`config.mk`:
```
export PLATFORM = sky130hd
export DESIGN_NAME = sc_display_scan_controller_flat
export DESIGN_NICKNAME = d
export VERILOG_FILES = /design/src/rtl/sc_display_scan_controller_if.sv /design/src/rtl/sc_display_scan_controller.sv /design/src/flat_wrapper.sv
export SDC_FILE = /design/constraint.sdc
export NUM_CORES = 1
export LEC_CHECK = 0
export BUFFER_PORTS_ARGS = -buffer_cell sky130_fd_sc_hd__buf_2
export CORE_MARGIN = 1
export CORE_UTILIZATION = 51
export CTS_CLUSTER_SIZE = 10
export DETAILED_ROUTE_END_ITERATION = 10
export PLACE_DENSITY = 0.74
export SYNTH_ARGS = -nofsm -noshare
export SYNTH_HDL_FRONTEND = slang
export SYNTH_SLANG_ARGS = --single-unit
```
`constraint.sdc`:
```
create_clock -name SC_SCAN_CLOCK_50 -period 2.4 [get_ports SC_SCAN_CLOCK_50]
set_input_delay 0.36 -clock SC_SCAN_CLOCK_50 [delete_from_list [all_inputs] [get_ports SC_SCAN_CLOCK_50]]
set_output_delay 0.36 -clock SC_SCAN_CLOCK_50 [all_outputs]
set_load 0.01 [all_outputs]
```
`src/rtl/sc_display_scan_controller_if.sv`:
```
// Signal bundle between the scan controller and whatever drives its digit
// values and consumes its decoder/encoder outputs.
interface sc_display_scan_controller_if #(
  parameter int DATAWIDTH_SELECTION = 3,
  parameter int DATAWIDTH_DIGIT     = 4,
  parameter int NUM_DIGITS          = 4
);

  logic                                  SC_SCAN_Enable_In;
  logic [NUM_DIGITS-1:0]                 SC_SCAN_DigitMask_In;
  logic [NUM_DIGITS*DATAWIDTH_DIGIT-1:0] SC_SCAN_Data_In;
  logic [DATAWIDTH_SELECTION-1:0]        SC_SCAN_Selection_Out;
  logic [DATAWIDTH_DIGIT-1:0]            SC_SCAN_DigitData_Out;
  logic [1:0]                            SC_SCAN_ActiveDigit_Out;
  logic                                  SC_SCAN_FrameStart_Out;

  // Side that supplies enable, mask and digit values and observes the scan.
  modport master (
    output SC_SCAN_Enable_In,
    output SC_SCAN_DigitMask_In,
    output SC_SCAN_Data_In,
    input  SC_SCAN_Selection_Out,
    input  SC_SCAN_DigitData_Out,
    input  SC_SCAN_ActiveDigit_Out,
    input  SC_SCAN_FrameStart_Out
  );

  // The scan controller itself.
  modport slave (
    input  SC_SCAN_Enable_In,
    input  SC_SCAN_DigitMask_In,
    input  SC_SCAN_Data_In,
    output SC_SCAN_Selection_Out,
    output SC_SCAN_DigitData_Out,
    output SC_SCAN_ActiveDigit_Out,
    output SC_SCAN_FrameStart_Out
  );

endinterface

```
`src/rtl/sc_display_scan_controller.sv`:
```
// Time-multiplexed scan scheduler for a common-anode multi-digit display.
// Each digit gets a blanking gap followed by a fixed dwell; digit values
// come from a snapshot taken once per frame so a frame is always coherent.
// Every output is driven from a register so the digit lines never glitch.
module sc_display_scan_controller #(
  parameter int DATAWIDTH_SELECTION = 3,
  parameter int DATAWIDTH_DIGIT     = 4,
  parameter int NUM_DIGITS          = 4,
  parameter int DATAWIDTH_COUNTER   = 16,
  parameter int DWELL_CYCLES        = 50000,
  parameter int BLANK_CYCLES        = 500
) (
  input  logic                                SC_SCAN_CLOCK_50,
  input  logic                                SC_SCAN_RESET_InLow,
  sc_display_scan_controller_if.slave         scan_if
);

  typedef enum logic [1:0] {
    IDLE  = 2'd0,
    BLANK = 2'd1,
    SHOW  = 2'd2
  } scanState_t;

  localparam int SNAP_W = NUM_DIGITS * DATAWIDTH_DIGIT;

  localparam logic [DATAWIDTH_COUNTER-1:0]   BLANK_LAST = DATAWIDTH_COUNTER'(BLANK_CYCLES - 1);
  localparam logic [DATAWIDTH_COUNTER-1:0]   DWELL_LAST = DATAWIDTH_COUNTER'(DWELL_CYCLES - 1);
  localparam logic [1:0]                     LAST_IDX   = 2'(NUM_DIGITS - 1);
  localparam logic [DATAWIDTH_SELECTION-1:0] ALL_OFF    = '1;

  scanState_t                     state_q, state_d;
  logic [DATAWIDTH_COUNTER-1:0]   counter_q, counter_d;
  logic [1:0]                     idx_q, idx_d;
  logic [SNAP_W-1:0]              snapshot_q, snapshot_d;
  logic [DATAWIDTH_SELECTION-1:0] selection_q, selection_d;
  logic [DATAWIDTH_DIGIT-1:0]     digitData_q, digitData_d;
  logic                           frameStart_q, frameStart_d;

  // Register all state and the outputs; reset wins over every other input.
  always_ff @(posedge SC_SCAN_CLOCK_50) begin
    if (!SC_SCAN_RESET_InLow) begin
      state_q      <= IDLE;
      counter_q    <= '0;
      idx_q        <= '0;
      snapshot_q   <= '0;
      selection_q  <= ALL_OFF;
      digitData_q  <= '0;
      frameStart_q <= 1'b0;
    end else begin
      state_q      <= state_d;
      counter_q    <= counter_d;
      idx_q        <= idx_d;
      snapshot_q   <= snapshot_d;
      selection_q  <= selection_d;
      digitData_q  <= digitData_d;
      frameStart_q <= frameStart_d;
    end
  end

  // Next-state logic; outputs are derived from the next state so they line up with the state register.
  always_comb begin
    state_d      = state_q;
    counter_d    = counter_q;
    idx_d        = idx_q;
    snapshot_d   = snapshot_q;
    frameStart_d = 1'b0;
    selection_d  = ALL_OFF;
    digitData_d  = '0;

    case (state_q)
      IDLE: begin
        counter_d = '0;
        idx_d     = '0;
        if (scan_if.SC_SCAN_Enable_In) begin
          state_d      = BLANK;
          snapshot_d   = scan_if.SC_SCAN_Data_In;
          frameStart_d = 1'b1;
        end
      end
      BLANK: begin
        if (!scan_if.SC_SCAN_Enable_In) begin
          state_d   = IDLE;
          counter_d = '0;
          idx_d     = '0;
        end else if (counter_q == BLANK_LAST) begin
          state_d   = SHOW;
          counter_d = '0;
        end else begin
          counter_d = counter_q + 1'b1;
        end
      end
      SHOW: begin
        if (!scan_if.SC_SCAN_Enable_In) begin
          state_d   = IDLE;
          counter_d = '0;
          idx_d     = '0;
        end else if (counter_q == DWELL_LAST) begin
          state_d   = BLANK;
          counter_d = '0;
          if (idx_q == LAST_IDX) begin
            idx_d        = '0;
            snapshot_d   = scan_if.SC_SCAN_Data_In;
            frameStart_d = 1'b1;
          end else begin
            idx_d = idx_q + 2'd1;
          end
        end else begin
          counter_d = counter_q + 1'b1;
        end
      end
      default: begin
        state_d   = IDLE;
        counter_d = '0;
        idx_d     = '0;
      end
    endcase

    if ((state_d == SHOW) && scan_if.SC_SCAN_DigitMask_In[idx_d]) begin
      selection_d = {{(DATAWIDTH_SELECTION-2){1'b0}}, idx_d};
    end
    digitData_d = snapshot_d[idx_d*DATAWIDTH_DIGIT +: DATAWIDTH_DIGIT];
  end

  assign scan_if.SC_SCAN_Selection_Out   = selection_q;
  assign scan_if.SC_SCAN_DigitData_Out   = digitData_q;
  assign scan_if.SC_SCAN_ActiveDigit_Out = idx_q;
  assign scan_if.SC_SCAN_FrameStart_Out  = frameStart_q;

endmodule

```
`src/flat_wrapper.sv`:
```
// flat-port wrapper written by rule: the top's interface ports become plain ports
module sc_display_scan_controller_flat 
#(
  parameter int DATAWIDTH_SELECTION = 3,
  parameter int DATAWIDTH_DIGIT     = 4,
  parameter int NUM_DIGITS          = 4,
  parameter int DATAWIDTH_COUNTER   = 16,
  parameter int DWELL_CYCLES        = 50000,
  parameter int BLANK_CYCLES        = 500
)
  (SC_SCAN_CLOCK_50, SC_SCAN_RESET_InLow, scan_if_SC_SCAN_Enable_In, scan_if_SC_SCAN_DigitMask_In, scan_if_SC_SCAN_Data_In, scan_if_SC_SCAN_Selection_Out, scan_if_SC_SCAN_DigitData_Out, scan_if_SC_SCAN_ActiveDigit_Out, scan_if_SC_SCAN_FrameStart_Out);
  sc_display_scan_controller_if #(.DATAWIDTH_SELECTION(DATAWIDTH_SELECTION), .DATAWIDTH_DIGIT(DATAWIDTH_DIGIT), .NUM_DIGITS(NUM_DIGITS)) scan_if_i ();
  input  logic SC_SCAN_CLOCK_50;
  input  logic SC_SCAN_RESET_InLow;
  input wire logic [$bits(scan_if_i.SC_SCAN_Enable_In)-1:0] scan_if_SC_SCAN_Enable_In;
  input wire logic [$bits(scan_if_i.SC_SCAN_DigitMask_In)-1:0] scan_if_SC_SCAN_DigitMask_In;
  input wire logic [$bits(scan_if_i.SC_SCAN_Data_In)-1:0] scan_if_SC_SCAN_Data_In;
  output wire logic [$bits(scan_if_i.SC_SCAN_Selection_Out)-1:0] scan_if_SC_SCAN_Selection_Out;
  output wire logic [$bits(scan_if_i.SC_SCAN_DigitData_Out)-1:0] scan_if_SC_SCAN_DigitData_Out;
  output wire logic [$bits(scan_if_i.SC_SCAN_ActiveDigit_Out)-1:0] scan_if_SC_SCAN_ActiveDigit_Out;
  output wire logic [$bits(scan_if_i.SC_SCAN_FrameStart_Out)-1:0] scan_if_SC_SCAN_FrameStart_Out;
  assign scan_if_i.SC_SCAN_Enable_In = scan_if_SC_SCAN_Enable_In;
  assign scan_if_i.SC_SCAN_DigitMask_In = scan_if_SC_SCAN_DigitMask_In;
  assign scan_if_i.SC_SCAN_Data_In = scan_if_SC_SCAN_Data_In;
  assign scan_if_SC_SCAN_Selection_Out = scan_if_i.SC_SCAN_Selection_Out;
  assign scan_if_SC_SCAN_DigitData_Out = scan_if_i.SC_SCAN_DigitData_Out;
  assign scan_if_SC_SCAN_ActiveDigit_Out = scan_if_i.SC_SCAN_ActiveDigit_Out;
  assign scan_if_SC_SCAN_FrameStart_Out = scan_if_i.SC_SCAN_FrameStart_Out;
  sc_display_scan_controller #(.DATAWIDTH_SELECTION(DATAWIDTH_SELECTION), .DATAWIDTH_DIGIT(DATAWIDTH_DIGIT), .NUM_DIGITS(NUM_DIGITS), .DATAWIDTH_COUNTER(DATAWIDTH_COUNTER), .DWELL_CYCLES(DWELL_CYCLES), .BLANK_CYCLES(BLANK_CYCLES)) u_core (.SC_SCAN_CLOCK_50(SC_SCAN_CLOCK_50), .SC_SCAN_RESET_InLow(SC_SCAN_RESET_InLow), .scan_if(scan_if_i));
endmodule
```
==> impl_metrics.yaml <==
outcome:
  status: "completed"
placed_design:
  gp_congestion: 0.794
  io_buffers: 32
  dp_hpwl_um: 4010
  pre_cts_ws_ns: 0.00104
  placedCellCount: 361
synthesis:
  synth_top_area_cell: "dfxtp_1"
  yosys_most_used_dff: "dfxtp_1"
  synth_area_leaders: "dfxtp_1 38%, nor2_1 5.3%, mux2i_1 4.7%"
  ys_seq_area_share_pct: 37.6
  synth_top_area_share_pct: 37.6
  synth_top_cells_by_count: "44 x dfxtp_1, 33 x nor2_1, 28 x nand2_1, 11 x mux2i_1"
  syn-instance-count: 265
  synthArstFlopShare_pct: 0
  syn_nets: 294
  yosys_warnings: 0
  synth-seq-cells: 44
  syn_area_mm2: 0.00234
  synth.avg_cell_area_um2: 8.83
  synth_edf_count: 0
  yosysMostFrequentCell: "dfxtp_1"
  synth_cell_types: 49
sta:
  finalCritPeriodShare_pct: 98.7
  worst_pin_slew_ns: 0.384
  fmax_mhz: 422
  finalCriticalPeriod_ns: 2.37
  maxSlewHeadroom_pct: 74.4
  setup_ws_ns: 0.0311
  hold_viol: 0
  setup_viol: 0
  hold_ws_ns: 0.374
  rsz0062_at_grt: "true"
  drv_slew: 0
  skew_ns: 0.00227
global_routing:
  first_global_vias: 1998
  grt-ovfl-total: 0
  grt_util_all_layers_pct: 22.3
  antenna_found_initial: 0
  grt_max_degree: 21
  grt_pass1_wl_um: 8980
finish:
  drive_above_1_share_pct: 26.4
  stdcell_count: 370
  fillers: 365
  nets: 347
  antenna_cells: 0
  regArea_um2: 882
  final_util_pct: 65.1
  multi_input_area_mm2: 0.00141
  areaGrowthSynthToFinish_pct: 22.0
die:
  start_util_pct: 53.4
  io_pins: 33
  row_count: 24
  core_area_mm2: 0.00438
  die_w_um: 69.7
  chipHeight_um: 69.7
  die_area_mm2: 0.00486
worst_setup_path:
  slowest_delay_ns: 0.57
  crit_type: "reg2reg"
  cp_slowest_cell: "or4_4"
  critPathLaunchType: "flip-flop"
  crit_path_cell_trace: "or4b_4, or4_4, mux2i_4, buf_4, nand3b_1, o221ai_1"
  crit_required_ns: 2.60
  regToRegSetupSlack_ns: 0.03
  worst_setup_path_end_kind: "flip-flop"
  crit_family: "simple AND/OR/NAND/NOR gates"
  crit_arrival_ns: 2.57
  cp_max_fo: 6
  critical_path_buf_inv_count: 1
routing:
  postRouteAntennaNets: 0
  vias: 2122
  viasPerCell: 5.74
  drtPass1Iterations: 4
  wl_per_cell_um: 14.4
  finalWirelength_um: 5320
  drt-initial-drc-count: 168
  drc_errors: 0
clock_tree:
  clk_pin_slew_ns: 0.08
  cts-root-buf: "clkbuf_8"
  cts_tree: "built"
  htree_levels: 2
  cts.sinks: 44
  cts_made_buffers: 5
  cts_buffer_depth: 2
  hold_buffers: 0
  clk_latency_ns: 0.28
pwr:
  p_per_area_mw_per_mm2: 488
  peakVddDrop_mv: 0.411
  p_leak_nw: 1.18
  total_power_mw: 1.39
flow_run:
  cap_violations: 0
min_path:
  hp-class: "in2reg"
[registers in the layout (all words and copies together) (netlist names)]
| signal | cells |
|---|---|
| u_core.counter_q | 16 |
| u_core.scan_if.SC_SCAN_ActiveDigit_Out | 2 |
| u_core.scan_if.SC_SCAN_DigitData_Out | 4 |
| u_core.scan_if.SC_SCAN_FrameStart_Out | 1 |
| u_core.scan_if.SC_SCAN_Selection_Out | 3 |
| u_core.snapshot_q | 16 |
| u_core.state_q | 2 |
[cells in the final DEF (no fill, tap or decap), drive strengths merged, types with 6 or more instances in the layout]
master  instances
buf            60
dfxtp          44
nor2           33
nand2          28
mux2i          13
o21ai          11
xor2           10
nand3           8
a31oi           7
inv             6
nand4           6
a21oi           6
and3            6
a22oi           6
ha              6
[final timing paths]
| check | from | to | depth (start not counted) |
|---|---|---|---|
| hold reg to reg | u_core.counter_q[0]$_SDFF_PN0_ | u_core.counter_q[0]$_SDFF_PN0_ | 1 |
| hold / removal | scan_if_SC_SCAN_Data_In[11] | u_core.snapshot_q[11]$_SDFF_PN0_ | 3 |
| setup reg to reg | u_core.counter_q[5]$_SDFF_PN0_ | u_core.scan_if.SC_SCAN_DigitData_Out[0]$_SDFF_PN0_ | 6 |
| setup / recovery | u_core.counter_q[5]$_SDFF_PN0_ | u_core.scan_if.SC_SCAN_DigitData_Out[0]$_SDFF_PN0_ | 6 |
[final cells by class]
class | instances | area share [%]
clock buffer | 5 | 2.41
clock inverter | 2 | 0.438
inverter | 7 | 0.920
multi-input combinational | 200 | 49.2
sequential | 44 | 30.9
tap | 52 | 2.28
timing repair buffer | 60 | 13.8
[layer usage]
layer | share of wire [%] | up-vias | global-route usage [%]
li1 | - | 1066 | -
met3 | 3.9 | 2 | 3.49
met2 | 47 | 52 | 37.2
met5 | 0 | - | 0
met4 | 0.51 | 0 | 3.78
met1 | 49 | 1002 | 31.0
[repair_timing]
item	CTS	global route
resized for setup	1	6
pin swaps	5	1
buffers inserted	2	0
endpoints found under the setup margin	2	6
[cell families (layout without fill, tap and decap cells)]
group                      count (synthesis)  count (layout)  share of synthesized area [%]
DFF                                       44              44                           37.6
adders and majority gates                  6               6                           3.21
xor gates and xnor gates                  14              14                           5.24
and+or+nand+nor                          104             104                           22.8
AOI/OAI and AO/OA                         60              60                           19.3
muxes                                     16              16                           7.70
buffers and inverters                     21              74                           4.12
[power by group]
group	internal, mW	switching (mW)	total [mW]	leakage [nW]
Sequential	0.754	0.0128	0.767	0.359
Clock	0.197	0.243	0.441	0.0400
Combinational	0.0868	0.0995	0.186	0.782
[stage by stage]
step	TNS [ns]	area (µm²)
finish	0	2860
CTS	0	2840
detailed placement	0	2740
global placement	0	2740
floorplan	-0.00241	2350
global route	-0.128	2860
[worst reg2reg max path, cell delays in order (launching register included)]
cell and delay (ns):
dfxtp_1 0.32, or4b_4 0.54, or4_4 0.57, mux2i_4 0.24
buf_4 0.18, nand3b_1 0.24, o221ai_1 0.21
(Power assumes the default switching activity.)
